==> src/rtl/scr1_tcm_portb_arb_if.sv <==
// Requester-side and TCM-side port B bundles used by scr1_tcm_portb_arb.
// A requester drives the master modport of the request bundle; the arbiter drives the master modport of the memory bundle.

interface scr1_tcm_portb_arb_req_if #(
  parameter int W  = 32,
  parameter int AW = 14
) ();
  localparam int NB = W / 8;

  logic          req;
  logic          we;
  logic [NB-1:0] be;
  logic [AW-1:0] addr;
  logic [W-1:0]  wdata;
  logic          ack;
  logic          rsp;
  logic [W-1:0]  rdata;

  modport master (output req, we, be, addr, wdata, input  ack, rsp, rdata);
  modport slave  (input  req, we, be, addr, wdata, output ack, rsp, rdata);
endinterface

interface scr1_tcm_portb_arb_mem_if #(
  parameter int W  = 32,
  parameter int AW = 14
) ();
  localparam int NB = W / 8;

  logic          renb;
  logic          wenb;
  logic [NB-1:0] webb;
  logic [AW-1:0] addrb;
  logic [W-1:0]  datab;
  logic [W-1:0]  qb;

  modport master (output renb, wenb, webb, addrb, datab, input  qb);
  modport slave  (input  renb, wenb, webb, addrb, datab, output qb);
endinterface

==> src/rtl/scr1_tcm_portb_arb.sv <==
// TCM port B arbiter between the LSU (m0) and the loader/debug master (m1), with bounded m1 burst lock.
// Define SCR1_TCM_ARB_RR_EN for round-robin tie break; otherwise m0 wins ties (lock rule still applies).

module scr1_tcm_portb_arb #(
  parameter int          SCR1_WIDTH = 32,
  parameter logic [31:0] SCR1_SIZE  = 32'h0001_0000,
  parameter int          LOCK_MAX   = 16
) (
  input logic                      clk,
  input logic                      rst,
  scr1_tcm_portb_arb_req_if.slave  m0,
  scr1_tcm_portb_arb_req_if.slave  m1,
  input logic                      m1_lock,
  scr1_tcm_portb_arb_mem_if.master mem
);

  localparam int NB = SCR1_WIDTH / 8;
  localparam int AW = $clog2(SCR1_SIZE) - 2;
  localparam int CW = $clog2(LOCK_MAX + 1);
  localparam logic [CW-1:0] LOCK_MAX_C = CW'(LOCK_MAX);

  typedef enum logic {
    OWN_M0 = 1'b0,
    OWN_M1 = 1'b1
  } owner_e;

  owner_e          last_grant_r;
  owner_e          rsp_owner_r;
  logic            rsp_valid_r;
  logic [CW-1:0]   lock_cnt_r;

  logic            lock_hold_s;
  logic            tie_m1_s;
  logic            grant_m0_s;
  logic            grant_m1_s;
  logic            rsp_m0_s;
  logic            rsp_m1_s;

  // Grant decision for the current cycle, resolved from requests and arbitration state.
  always_comb begin
    lock_hold_s = m1_lock & (last_grant_r == OWN_M1);
    tie_m1_s    = 1'b0;
    grant_m0_s  = 1'b0;
    grant_m1_s  = 1'b0;
    if (lock_hold_s) begin
      // The lock yields exactly one beat to m0 once the budget is spent.
      tie_m1_s = (lock_cnt_r != LOCK_MAX_C);
    end else begin
`ifdef SCR1_TCM_ARB_RR_EN
      tie_m1_s = (last_grant_r == OWN_M0);
`else
      tie_m1_s = 1'b0;
`endif
    end
    case ({m0.req, m1.req})
      2'b10: begin
        grant_m0_s = 1'b1;
        grant_m1_s = 1'b0;
      end
      2'b01: begin
        grant_m0_s = 1'b0;
        grant_m1_s = 1'b1;
      end
      2'b11: begin
        grant_m0_s = ~tie_m1_s;
        grant_m1_s = tie_m1_s;
      end
      default: begin
        grant_m0_s = 1'b0;
        grant_m1_s = 1'b0;
      end
    endcase
  end

  // Steer the granted master onto TCM port B; idle port is driven to zero.
  always_comb begin
    mem.renb  = 1'b0;
    mem.wenb  = 1'b0;
    mem.webb  = {NB{1'b0}};
    mem.addrb = {AW{1'b0}};
    mem.datab = {SCR1_WIDTH{1'b0}};
    if (grant_m0_s) begin
      mem.renb  = ~m0.we;
      mem.wenb  = m0.we;
      mem.webb  = m0.we ? m0.be : {NB{1'b0}};
      mem.addrb = m0.addr;
      mem.datab = m0.wdata;
    end else if (grant_m1_s) begin
      mem.renb  = ~m1.we;
      mem.wenb  = m1.we;
      mem.webb  = m1.we ? m1.be : {NB{1'b0}};
      mem.addrb = m1.addr;
      mem.datab = m1.wdata;
    end else begin
      mem.renb  = 1'b0;
      mem.wenb  = 1'b0;
      mem.webb  = {NB{1'b0}};
      mem.addrb = {AW{1'b0}};
      mem.datab = {SCR1_WIDTH{1'b0}};
    end
  end

  assign m0.ack   = grant_m0_s;
  assign m1.ack   = grant_m1_s;
  assign rsp_m0_s = rsp_valid_r & (rsp_owner_r == OWN_M0);
  assign rsp_m1_s = rsp_valid_r & (rsp_owner_r == OWN_M1);
  assign m0.rsp   = rsp_m0_s;
  assign m1.rsp   = rsp_m1_s;
  assign m0.rdata = rsp_m0_s ? mem.qb : {SCR1_WIDTH{1'b0}};
  assign m1.rdata = rsp_m1_s ? mem.qb : {SCR1_WIDTH{1'b0}};

  // Response pipe, last-grant history and lock budget counter.
  always_ff @(posedge clk or posedge rst) begin
    if (rst) begin
      last_grant_r <= OWN_M1;
      rsp_owner_r  <= OWN_M0;
      rsp_valid_r  <= 1'b0;
      lock_cnt_r   <= {CW{1'b0}};
    end else begin
      rsp_valid_r <= grant_m0_s | grant_m1_s;
      if (grant_m0_s) begin
        last_grant_r <= OWN_M0;
        rsp_owner_r  <= OWN_M0;
      end else if (grant_m1_s) begin
        last_grant_r <= OWN_M1;
        rsp_owner_r  <= OWN_M1;
      end else begin
        last_grant_r <= last_grant_r;
        rsp_owner_r  <= rsp_owner_r;
      end
      if (grant_m0_s || !m1_lock) begin
        lock_cnt_r <= {CW{1'b0}};
      end else if (grant_m1_s && m0.req && (lock_cnt_r != LOCK_MAX_C)) begin
        lock_cnt_r <= lock_cnt_r + {{(CW-1){1'b0}}, 1'b1};
      end else begin
        lock_cnt_r <= lock_cnt_r;
      end
    end
  end

endmodule

==> src/flat_wrapper.sv <==
// flat-port wrapper written by rule: the top's interface ports become plain ports
module scr1_tcm_portb_arb_flat 
#(
  parameter int          SCR1_WIDTH = 32,
  parameter logic [31:0] SCR1_SIZE  = 32'h0001_0000,
  parameter int          LOCK_MAX   = 16
)
  (clk, rst, m1_lock, m0_req, m0_we, m0_be, m0_addr, m0_wdata, m0_ack, m0_rsp, m0_rdata, m1_req, m1_we, m1_be, m1_addr, m1_wdata, m1_ack, m1_rsp, m1_rdata, mem_renb, mem_wenb, mem_webb, mem_addrb, mem_datab, mem_qb);
  scr1_tcm_portb_arb_req_if #(.W((32)), .AW((14))) m0_i ();
  scr1_tcm_portb_arb_req_if #(.W((32)), .AW((14))) m1_i ();
  scr1_tcm_portb_arb_mem_if #(.W((32)), .AW((14))) mem_i ();
  input logic clk;
  input logic rst;
  input logic m1_lock;
  input wire logic [$bits(m0_i.req)-1:0] m0_req;
  input wire logic [$bits(m0_i.we)-1:0] m0_we;
  input wire logic [$bits(m0_i.be)-1:0] m0_be;
  input wire logic [$bits(m0_i.addr)-1:0] m0_addr;
  input wire logic [$bits(m0_i.wdata)-1:0] m0_wdata;
  output wire logic [$bits(m0_i.ack)-1:0] m0_ack;
  output wire logic [$bits(m0_i.rsp)-1:0] m0_rsp;
  output wire logic [$bits(m0_i.rdata)-1:0] m0_rdata;
  input wire logic [$bits(m1_i.req)-1:0] m1_req;
  input wire logic [$bits(m1_i.we)-1:0] m1_we;
  input wire logic [$bits(m1_i.be)-1:0] m1_be;
  input wire logic [$bits(m1_i.addr)-1:0] m1_addr;
  input wire logic [$bits(m1_i.wdata)-1:0] m1_wdata;
  output wire logic [$bits(m1_i.ack)-1:0] m1_ack;
  output wire logic [$bits(m1_i.rsp)-1:0] m1_rsp;
  output wire logic [$bits(m1_i.rdata)-1:0] m1_rdata;
  output wire logic [$bits(mem_i.renb)-1:0] mem_renb;
  output wire logic [$bits(mem_i.wenb)-1:0] mem_wenb;
  output wire logic [$bits(mem_i.webb)-1:0] mem_webb;
  output wire logic [$bits(mem_i.addrb)-1:0] mem_addrb;
  output wire logic [$bits(mem_i.datab)-1:0] mem_datab;
  input wire logic [$bits(mem_i.qb)-1:0] mem_qb;
  assign m0_i.req = m0_req;
  assign m0_i.we = m0_we;
  assign m0_i.be = m0_be;
  assign m0_i.addr = m0_addr;
  assign m0_i.wdata = m0_wdata;
  assign m0_ack = m0_i.ack;
  assign m0_rsp = m0_i.rsp;
  assign m0_rdata = m0_i.rdata;
  assign m1_i.req = m1_req;
  assign m1_i.we = m1_we;
  assign m1_i.be = m1_be;
  assign m1_i.addr = m1_addr;
  assign m1_i.wdata = m1_wdata;
  assign m1_ack = m1_i.ack;
  assign m1_rsp = m1_i.rsp;
  assign m1_rdata = m1_i.rdata;
  assign mem_renb = mem_i.renb;
  assign mem_wenb = mem_i.wenb;
  assign mem_webb = mem_i.webb;
  assign mem_addrb = mem_i.addrb;
  assign mem_datab = mem_i.datab;
  assign mem_i.qb = mem_qb;
  scr1_tcm_portb_arb #(.SCR1_WIDTH(SCR1_WIDTH), .SCR1_SIZE(SCR1_SIZE), .LOCK_MAX(LOCK_MAX)) u_core (.clk(clk), .rst(rst), .m0(m0_i), .m1(m1_i), .m1_lock(m1_lock), .mem(mem_i));
endmodule
==> config.mk <==
export PLATFORM = sky130hd
export DESIGN_NAME = scr1_tcm_portb_arb_flat
export DESIGN_NICKNAME = d
export VERILOG_FILES = /design/src/rtl/scr1_tcm_portb_arb_if.sv /design/src/rtl/scr1_tcm_portb_arb.sv /design/src/flat_wrapper.sv
export SDC_FILE = /design/constraint.sdc
export NUM_CORES = 1
export LEC_CHECK = 0
export BUFFER_PORTS_ARGS = -buffer_cell sky130_fd_sc_hd__buf_2
export CAP_MARGIN = 10
export CORE_AREA = 2 2 102 104
export DETAILED_ROUTE_END_ITERATION = 16
export DIE_AREA = 0 0 104 106
export PLACE_DENSITY = 0.58
export REMOVE_ABC_BUFFERS = 1
export SLEW_MARGIN = 30
export SYNTH_ARGS = -nofsm -noshare
export SYNTH_HDL_FRONTEND = slang
export SYNTH_SLANG_ARGS = --single-unit
==> constraint.sdc <==
create_clock -name clk -period 1.5 [get_ports clk]
set_clock_uncertainty 0.2 [all_clocks]
set_input_delay 0.075 -clock clk [delete_from_list [all_inputs] [get_ports clk]]
set_output_delay 0.075 -clock clk [all_outputs]
set_load 0.05 [all_outputs]
==> summary.md, run 1 <==
| Metric | Value |
|---|---|
| Fillers | 940 |
| Post-Synthesis Cells | ~190 |
| CP arrival | 1.90 ns |
| Rows | 37 |
| # H-tree levels | 1 |
| Cell family with most CP delay | buffers and inverters |
| Starting Density | between 10% and 20% |
| Met3 WL | around 900 µm |
| Most common cell after layout, fill and taps aside | buf_2 |
| Failing checks | negative setup slack |
| Max layer used | met4 |
| Reg2reg path depth | 8 |
| Minimum clock period | 2.17 ns |
| Vias in the first global route | between 2000 and 3000 |
| Placement Cell Area | 3150 µm² |
| First-pass GRT wire length | between 10000 and 15000 µm |
| Setup-failing EPs final | between 90 and 100 |
| Fin crit share | 145% |
| Critical Path, Cell by Cell | inv_2, ha_4, buf_6, nand4bb_4, a21boi_4, buf_6, clkbuf_16, a22o_1, buf_6 |
| Leakage power | about 2.5 nW |
| Clock root cell | clkbuf_8 |
| Port bufs | 258 |
| DR DRC count | 0 |
| Routed wire per std cell | between 15 and 20 µm |
| TritonCTS clock tree | yes |
| Num ports | between 200 and 300 |
| Worst path most repeated cell | buf_6 |
| Gpl congestion | a little under 0.9 |
| Worst hold endpoint | u_core.lock_cnt_r[1] |
| Slowest stage delay, CP | 0.38 ns |
| Area Growth Syn to Fin | 211% |
| Fin. max-slew vios | 0 |
| Post-Route WL | 11800 µm |
| CP Capture Type | output port |
| R2r setup slk | -0.18 ns |
| Initial antenna violation count | 0 |
| Hold path start | m1_lock |
| Register bit total from synthesis | 8 |
| Power density over the cells | approximately 660 nW/µm² |
| RSZ-0062 raised after global routing | yes |
| Place WS | -0.535 ns |
| R2r endpoint | u_core.rsp_owner_r |
| Via/cell ratio | between 4 and 5 |
| Mean Syn Cell Area | between 8 and 9 µm² |
| Commonest non-fill, non-tap cells in the layout | buf_2, buf_8, buf_6 |
| Yosys warnings | 0 |
| Worst-path clk slew | 0.04 ns |
| Iter 0 DRT Violations | 111 |
| DR WL met2 | approximately 6800 µm |
| CP Class | reg -> out |
| Post-route cell area | approximately 4900 µm² |
| Die Ht | 106 µm |
| Post-layout util | between 40% and 50% |
| Critical path buffers and inverters | 5 |
| Hpwl dp | about 7300 µm |
| Total gr overflow | 0 |
| TritonCTS buffer count | 3 |
| Crit-path slowest cell | dfrtp_1 |
| Crit Path Max Fanout | 6 |
| Crit path launch type | flop |
| Worst skew pair latency | 0.23 ns |
| Max VDD drop | ~0.37 mV |
| CTS Sinks | 8 |
| FF-to-FF Start | u_core.lock_cnt_r[1] |
| WP data required | approximately 1.2 ns |
| Antenna diode count | 0 |
| Mapped Area | roughly 1600 µm² |
| Core area | about 10000 µm² |
| Outcome | finished with violations |
| Via count | between 2000 and 3000 |
| Share of layout cells above drive strength 1 | between 80% and 90% |
| Die area | about 11000 µm² |
| Fmax | ~460 MHz |
| DRT Pass-1 Iters | 4 |
| Slew HR | 78.5% |
| Final Worst Setup Slack | -0.671 ns |
| Inst Count DP | 580 |
| Routed Antenna Nets | 0 |
| Finished Layout Cells | between 600 and 700 |
| Total GRT Usage | between 15 and 20% |
| Pin count of the biggest net entering global routing | 35 |
| Hold Path Stages | 3 |
| Worst Hold Class | in -> reg |
| Count of different cell masters after synthesis | 35 |
| Final hold vios | 0 |
| Clock Path Buffers | 2 |
| Worst Max-Slew Pin Slew | approximately 0.32 ns |
| M1 WL | roughly 4000 µm |
| Seq/Total Area, Yosys | about 13% |
| # nets final | just over 600 |
| Max-cap violations | 0 |
| Die W | 104 µm |
## worst reg2reg max path, cell delays in order, from the launching register on
cell,delay [ns]
dfrtp_1,0.38
inv_2,0.08
ha_4,0.14
buf_6,0.09
nand4bb_4,0.13
a21boi_4,0.20
buf_6,0.15
buf_4,0.15
nor2_1,0.05
## layout make-up
type,count,area [µm²],share of cell area (%)
timing repair buffer,303,2910,59.7
inverter,5,18.8,0.386
tap,136,170,3.50
clock buffer,4,45.0,0.926
sequential,8,203,4.17
multi-input combinational,153,1520,31.3
## flip-flops by register name (all words and copies together) (netlist names)
name,count
u_core.last_grant_r,1
u_core.rsp_owner_r,1
u_core.lock_cnt_r,5
u_core.rsp_valid_r,1
## cells by family after synthesis
logic type / count (synthesis) / synth area share, %
muxes: 1 / 0.641
buffers and inverters: 25 / 10.1
DFF: 8 / 12.9
and+or+nand+nor: 88 / 36.1
adders and majority gates: 2 / 1.60
AOI/OAI and AO/OA: 62 / 38.7
## how the worst max path moves through the flow
stage	from	end	slack [ns]	cells past startpoint
floorplan	u_core.lock_cnt_r[0]	mem_renb	-1.53	5
global placement	u_core.lock_cnt_r[0]	mem_datab[16]	-0.49	7
detailed placement	u_core.lock_cnt_r[0]	mem_datab[16]	-0.54	7
CTS	u_core.lock_cnt_r[1]	mem_datab[18]	-0.68	8
global route	u_core.lock_cnt_r[1]	mem_addrb[13]	-0.74	9
finish	u_core.lock_cnt_r[1]	mem_datab[27]	-0.67	9
## metrics by stage
stage | total power [W] | hold slack [ns] | TNS, ns
after floorplan | 0.00147 | -0.310 | -105.99
after global placement | 0.00207 | -0.161 | -24.20
after detailed placement | 0.00207 | -0.159 | -26.69
after CTS | 0.00281 | 0.0380 | -37.66
after global routing | 0.00328 | 0.0937 | -46.45
final | 0.00319 | 0.0379 | -40.49
## synthesized netlist by cell type (all sizes together)
library cell / number / area (µm²)
a211oi: 2 / 25.0
or3: 2 / 12.5
inv: 5 / 18.8
ha: 2 / 25.0
buf: 11 / 105
nand3: 1 / 5.00
dfstp: 1 / 26.3
and3: 33 / 206
nand2b: 2 / 12.5
clkbuf: 9 / 33.8
a32o: 4 / 40.0
nand4: 3 / 18.8
or2: 1 / 6.26
mux2i: 1 / 10.0
and3b: 1 / 10.0
a21o: 1 / 7.51
and2: 33 / 206
a21oi: 3 / 15.0
nor2: 5 / 18.8
a22o: 46 / 450
o211ai: 1 / 7.51
and4bb: 1 / 12.5
a21boi: 1 / 18.8
o32a: 1 / 10.0
dfrtp: 7 / 175
nand2: 2 / 7.51
o22ai: 1 / 20.0
or2b: 1 / 7.51
nand4bb: 1 / 27.5
nor2b: 2 / 12.5
o21ai: 2 / 10.0
## per-layer routing
| metal | GRT usage [%] | vias to the layer above |
|---|---|---|
| met5 | 0 | - |
| met4 | 2.90 | 0 |
| met3 | 4.11 | 10 |
| met2 | 33.2 | 174 |
| met1 | 18.4 | 1319 |
| li1 | - | 1283 |
## power breakdown
part           total [W]  switching (W)  internal [W]
Combinational    0.00268        0.00150       0.00119
Sequential      0.000237      0.0000113      0.000226
Clock           0.000274      0.0000890      0.000185
## what timing repair did
action,CTS,global route
pin swaps,12,31
endpoints found under the setup margin,126,127
cloned,5,8
hold buffers,1,0
setup buffers,10,6
endpoints found under the hold margin,8,0
gates resized for setup,212,179
Note: power is estimated with default switching activity, not from simulation.
==> inputs of run 2 (changes only) <==
MAX_ROUTING_LAYER = met4   (was unset)
PLACE_DENSITY = unset   (was 0.58)
==> summary.md, run 2 (synthesis results as in run 1) <==
| Metric | Value |
|---|---|
| Hpwl dp | 7000 µm (was 7300 µm) |
| Via count | 2787 (was 2786) |
| Internal power | 0.00160 W (about the same) |
| Largest register FFs | 5 (unchanged) |
| CP Capture Type | output port (unchanged) |
| Fmax | 472 MHz (was 461 MHz) |
| Critical path buffers and inverters | 3 (was 5) |
| Via/cell ratio | 4.61 (was 4.57) |
| Share of layout cells above drive strength 1 | 90.8% (was 82.9%) |
| Starting Density | 15.6% (unchanged) |
| Crit path launch type | flop (unchanged) |
| Cell family with most CP delay | buffers and inverters (unchanged) |
| Pwr Total | 0.00319 W (about the same) |
| Slew HR | 77.9% (was 78.5%) |
| Fin. max-slew vios | 0 (unchanged) |
| Commonest non-fill, non-tap cells in the layout | buf_2, buf_8, buf_6 (unchanged) |
| Fin crit share | 141% (was 145%) |
| M1 WL | 4170 µm (was 3990 µm) |
| Fillers | 899 (was 940) |
| Die area | 11000 µm² (unchanged) |
| Routed wire per std cell | 18.7 µm (was 19.4 µm) |
| Crit-path slowest cell | dfrtp_1 (unchanged) |
| Routed Antenna Nets | 0 (unchanged) |
| Die Ht | 106 µm (unchanged) |
| Switch Pwr | 0.00159 W (was 0.00160 W) |
| R2r setup slk | -0.21 ns (was -0.18 ns) |
| Worst skew pair latency | 0.24 ns (was 0.23 ns) |
| Antenna diode count | 0 (unchanged) |
| Finished Layout Cells | 605 (was 609) |
| Worst Hold Class | in -> reg (unchanged) |
| Crit Path Max Fanout | 52 (was 6) |
| DR WL met2 | 6030 µm (was 6810 µm) |
| Final Worst Setup Slack | -0.617 ns (was -0.671 ns) |
| # nets final | 611 (was 615) |
| Total gr overflow | 0 (unchanged) |
| Max-cap violations | 0 (unchanged) |
| Pin count of the biggest net entering global routing | 53 (was 35) |
| DRT Pass-1 Iters | 4 (unchanged) |
| Final hold vios | 0 (unchanged) |
| Failing checks | negative setup slack (unchanged) |
| Switch share | 49.8% (was 50.0%) |
| Slowest stage delay, CP | 0.39 ns (was 0.38 ns) |
| Post-layout util | 49.0% (was 48.7%) |
| Vias in the first global route | 2633 (was 2736) |
| # H-tree levels | 1 (unchanged) |
| Leakage power | 2.44 nW (was 2.55 nW) |
| Critical Path, Cell by Cell | inv_2, ha_4, and4bb_2, o22ai_4, buf_12, a32o_1, buf_6 (was inv_2, ha_4, buf_6, nand4bb_4, a21boi_4, buf_6, clkbuf_16, a22o_1, buf_6) |
| Minimum clock period | 2.12 ns (was 2.17 ns) |
| CP arrival | 1.84 ns (was 1.90 ns) |
| Total GRT Usage | 16.1% (was 16.9%) |
| Combinational share of power | 83.6% (was 84.0%) |
| First-pass GRT wire length | 13800 µm (was 14800 µm) |
| Clock share of power | 9.1% (was 8.6%) |
| Max layer used | met4 (unchanged) |
| Max VDD drop | 0.295 mV (was 0.367 mV) |
| Power density over the cells | 651 nW/µm² (was 656 nW/µm²) |
| Iter 0 DRT Violations | 106 (was 111) |
| Most common cell after layout, fill and taps aside | buf_2 (unchanged) |
| Reg power frac | 7.3% (was 7.4%) |
| Clock root cell | clkbuf_8 (unchanged) |
| CTS Sinks | 8 (unchanged) |
| Inst Count DP | 578 (was 580) |
| Most flops, register | u_core.lock_cnt_r (unchanged) |
| Worst Max-Slew Pin Slew | 0.331 ns (was 0.322 ns) |
| Rows | 37 (unchanged) |
| CP Class | reg -> out (unchanged) |
| WP data required | 1.22 ns (about the same) |
| Outcome | finished with violations (unchanged) |
| Num ports | 259 (unchanged) |
| Die W | 104 µm (unchanged) |
| Post-Route WL | 11300 µm (was 11800 µm) |
| Worst-path clk slew | 0.05 ns (was 0.04 ns) |
| Area Growth Syn to Fin | 213% (was 211%) |
| Met3 WL | 762 µm (was 895 µm) |
| TritonCTS clock tree | yes (unchanged) |
| Clock Path Buffers | 2 (unchanged) |
| DR DRC count | 0 (unchanged) |
| Setup-failing EPs final | 124 (was 92) |
| TritonCTS buffer count | 3 (unchanged) |
| RSZ-0062 raised after global routing | yes (unchanged) |
| Core area | 10000 µm² (unchanged) |
| Initial antenna violation count | 0 (unchanged) |
| Port bufs | 258 (unchanged) |
| Gpl congestion | 0.922 (was 0.885) |
run 2: cell count changes in the layout (fill, tap and decap cells not counted), moves of 14 or more:
cell | previous run | this run
and3_4 | 2 | 32
a22o_2 | 13 | 38
buf_4 | 37 | 14
and3_1 | 31 | 1
buf_6 | 43 | 57
a22o_4 | 25 | 0
run 2: what timing repair did:
item	in CTS	in global routing
cloned	2	12
endpoints found under the hold margin	8	0
setup endpoints to repair	126	126
pin swaps	4	44
resized for setup	225	175
hold buffers	1	0
buffers inserted	4	5
run 2: power groups by stage:
stage          Sequential [W]  Combinational, W  Clock, W
5_1_grt              0.000234           0.00274  0.000310
3_5_place_dp         0.000233           0.00184         0
2_1_floorplan        0.000246           0.00122         0
6_report             0.000233           0.00267  0.000290
3_3_place_gp         0.000232           0.00183         0
4_1_cts              0.000232           0.00222  0.000293
run 2: per-layer routing:
layer | vias to the layer above | global-route usage [%]
met2 | 168 | 28.5
li1 | 1283 | -
met5 | - | -
met4 | 0 | 5.98
met3 | 31 | 3.74
met1 | 1305 | 17.7
run 2: tightest hold or removal path: stages:
cell    delay [ns]
buf_2         0.13
inv_1         0.12
nor2_1        0.11
run 2: cell type report:
class                      instances  area [µm²]  share of cell area [%]
inverter                           5        18.8                   0.383
multi-input combinational        153        1510                    30.9
timing repair buffer             299        2950                    60.2
tap                              136         170                    3.47
sequential                         8         203                    4.14
clock buffer                       4        45.0                   0.920
run 2: stage by stage:
| stage | hold slack [ns] | worst slack [ns] | cell area [µm²] | TNS, ns |
|---|---|---|---|---|
| 2_1_floorplan | -0.310 | -1.53 | 1420 | -105.99 |
| 3_3_place_gp | -0.162 | -0.465 | 3150 | -23.00 |
| 3_5_place_dp | -0.152 | -0.481 | 3150 | -23.96 |
| 4_1_cts | 0.0197 | -0.621 | 4000 | -34.61 |
| 5_1_grt | 0.0550 | -0.682 | 4900 | -43.19 |
| 6_report | 0.0355 | -0.617 | 4900 | -37.17 |
run 2: path summary, 6_finish.rpt:
kind / start / end / cells after the start
min reg2reg: u_core.last_grant_r / u_core.last_grant_r / 2
max: u_core.lock_cnt_r[0] / mem_webb[0] / 7
min in group asynchronous: rst / u_core.lock_cnt_r[1] / 3
max in group asynchronous: rst / u_core.last_grant_r / 3
max reg2reg: u_core.last_grant_r / u_core.lock_cnt_r[3] / 5
min: m1_lock / u_core.lock_cnt_r[1] / 3
==> inputs of run 3 (changes only) <==
REMOVE_ABC_BUFFERS = unset   (was 1)
==> summary.md, run 3 (synthesis results as in run 1) <==
| Metric | Value |
|---|---|
| WP data required | 1.22 ns (about the same) |
| Largest register FFs | 5 (unchanged) |
| Via/cell ratio | 4.55 (was 4.61) |
| Crit-path slowest cell | dfrtp_1 (unchanged) |
| Port bufs | 258 (unchanged) |
| Fin crit share | 146% (was 141%) |
| Share of layout cells above drive strength 1 | 92.5% (was 90.8%) |
| Worst Max-Slew Pin Slew | 0.335 ns (was 0.331 ns) |
| DR DRC count | 0 (unchanged) |
| DRT Pass-1 Iters | 4 (unchanged) |
| Die Ht | 106 µm (unchanged) |
| Num ports | 259 (unchanged) |
| First-pass GRT wire length | 15400 µm (was 13800 µm) |
| Antenna diode count | 0 (unchanged) |
| Worst path most repeated cell | buf_12 |
| Pin count of the biggest net entering global routing | 34 (was 53) |
| Worst hold endpoint | u_core.lock_cnt_r[1] (unchanged) |
| Hpwl dp | 6900 µm (was 7000 µm) |
| Fmax | 458 MHz (was 472 MHz) |
| Iter 0 DRT Violations | 109 (was 106) |
| Vias in the first global route | 2805 (was 2633) |
| R2r setup slk | -0.24 ns (was -0.21 ns) |
| Most common cell after layout, fill and taps aside | buf_2 (unchanged) |
| Cell family with most CP delay | compound AO/OA/AOI/OAI gates (was buffers and inverters) |
| Crit path launch type | flop (unchanged) |
| Die W | 104 µm (unchanged) |
| Crit Path Max Fanout | 22 (was 52) |
| Leakage power | 2.74 nW (was 2.44 nW) |
| TritonCTS clock tree | yes (unchanged) |
| CP Class | reg -> out (unchanged) |
| Worst skew pair latency | 0.23 ns (was 0.24 ns) |
| TritonCTS buffer count | 3 (unchanged) |
| CP arrival | 1.91 ns (was 1.84 ns) |
| Max-cap violations | 0 (unchanged) |
| Hold slack | 0.0526 ns (was 0.0355 ns) |
| Worst Hold Class | in -> reg (unchanged) |
| Die area | 11000 µm² (unchanged) |
| RSZ-0062 raised after global routing | yes (unchanged) |
| FF-to-FF Start | u_core.lock_cnt_r[0] (was u_core.last_grant_r) |
| Syn Nets | about 330 |
| Hold path start | m1_lock (unchanged) |
| CP Capture Type | output port (unchanged) |
| Minimum clock period | 2.18 ns (was 2.12 ns) |
| Starting Density | 15.6% (unchanged) |
| Worst-path clk slew | 0.05 ns (about the same) |
| Slew HR | 77.7% (was 77.9%) |
| Gpl congestion | 0.855 (was 0.922) |
| Clock Path Buffers | 2 (unchanged) |
| Clock root cell | clkbuf_8 (unchanged) |
| Most flops, register | u_core.lock_cnt_r (unchanged) |
| Routed wire per std cell | 17.9 µm (was 18.7 µm) |
| Post-Route WL | 11000 µm (was 11300 µm) |
| Slowest stage delay, CP | 0.36 ns (was 0.39 ns) |
| Fillers | 817 (was 899) |
| Critical path buffers and inverters | 3 (unchanged) |
| Initial antenna violation count | 0 (unchanged) |
| Power density over the cells | 627 nW/µm² (was 651 nW/µm²) |
| Routed Antenna Nets | 0 (unchanged) |
| Rows | 37 (unchanged) |
| Outcome | finished with violations (unchanged) |
| Via count | 2800 (was 2787) |
| Area Growth Syn to Fin | 256% (was 213%) |
| Failing checks | negative setup slack (unchanged) |
| Final hold vios | 0 (unchanged) |
| R2r endpoint | u_core.lock_cnt_r[4] (was u_core.lock_cnt_r[3]) |
| Final Worst Setup Slack | -0.683 ns (was -0.617 ns) |
| Core area | 10000 µm² (unchanged) |
| Total gr overflow | 0 (unchanged) |
| Hold Path Stages | 3 (unchanged) |
| Max VDD drop | 0.337 mV (was 0.295 mV) |
| # nets final | 622 (was 611) |
| Fin. max-slew vios | 0 (unchanged) |
| Setup-failing EPs final | 126 (was 124) |
| Commonest non-fill, non-tap cells in the layout | buf_2, buf_8, a22o_4 (was buf_2, buf_8, buf_6) |
| Post-layout util | 55.6% (was 49.0%) |
| CTS Sinks | 8 (unchanged) |
| # H-tree levels | 1 (unchanged) |
| Critical Path, Cell by Cell | inv_2, ha_4, and4bb_2, o22ai_4, buf_12, a32o_2, buf_12 (was inv_2, ha_4, and4bb_2, o22ai_4, buf_12, a32o_1, buf_6) |
| Reg2reg path depth | 8 (was 5) |
| Multi-input logic area | 1850 µm² (was 1510 µm²) |
| Total GRT Usage | 17.8% (was 16.1%) |
| Register Area | 201 µm² (was 203 µm²) |
[run 3: cell types whose count changed in the layout (fill, tap and decap cells not counted), sizes merged]
| cell | delta |
|---|---|
| clkbuf | -1 |
| buf | +11 |
| dlygate4sd3 | +1 |
[run 3: metal layers]
layer	GRT usage [%]	up-vias	part of all wire (%)
li1	-	1302	-
met1	18.9	1320	36
met2	33.8	168	55
met3	4.41	10	7.9
met4	3.19	0	1.0
met5	-	-	0
[run 3: worst max-delay path by stage]
stage	startpoint	to	slack, ns	depth (start not counted)
after CTS	u_core.lock_cnt_r[0]	mem_datab[30]	-0.69	8
final	u_core.lock_cnt_r[0]	mem_webb[2]	-0.68	7
after global routing	u_core.lock_cnt_r[1]	mem_webb[2]	-0.77	7
after global placement	u_core.lock_cnt_r[1]	mem_addrb[1]	-0.45	7
after floorplan	u_core.lock_cnt_r[0]	mem_renb	-0.50	6
after detailed placement	u_core.lock_cnt_r[1]	mem_datab[28]	-0.49	7
[run 3: report_power, final]
part           internal [W]  switching [W]
combinational       0.00143        0.00155
clock              0.000185      0.0000922
sequential         0.000225     0.00000740
[run 3: area by class of cell]
class	count	area share, %
clock buffers	4	0.810
inverters	5	0.337
multi-input cells	153	33.3
flip-flops and latches	8	3.62
well taps	136	3.06
repair buffers	310	58.9
[run 3: worst register-to-register path, cell delays in order, from the launching register on]
cell and delay (ns):
dfrtp_1 0.39, inv_2 0.08, ha_4 0.13, buf_6 0.09, nand4bb_4 0.13, a21boi_4 0.22, buf_8 0.18, buf_6 0.15
a211oi_2 0.04
[run 3: through the flow]
step                      instances  area [µm²]  setup slack [ns]  total power [W]  TNS, ns
after floorplan                 186        1990            -0.499          0.00170   -15.72
after global placement          582        3570            -0.448          0.00222   -22.71
final                           616        5560            -0.683          0.00349   -40.52
after CTS                       610        5030            -0.689          0.00324   -40.25
after detailed placement        582        3570            -0.490          0.00224   -25.22
after global routing            616        5560            -0.765          0.00361   -48.53
[run 3: what timing repair did]
action	CTS	global route
hold endpoints to repair	9	0
hold buffers	2	0
gates cloned	7	6
resized for setup	339	103
pin swaps	35	18
buffers inserted	16	5
setup endpoints to repair	126	127
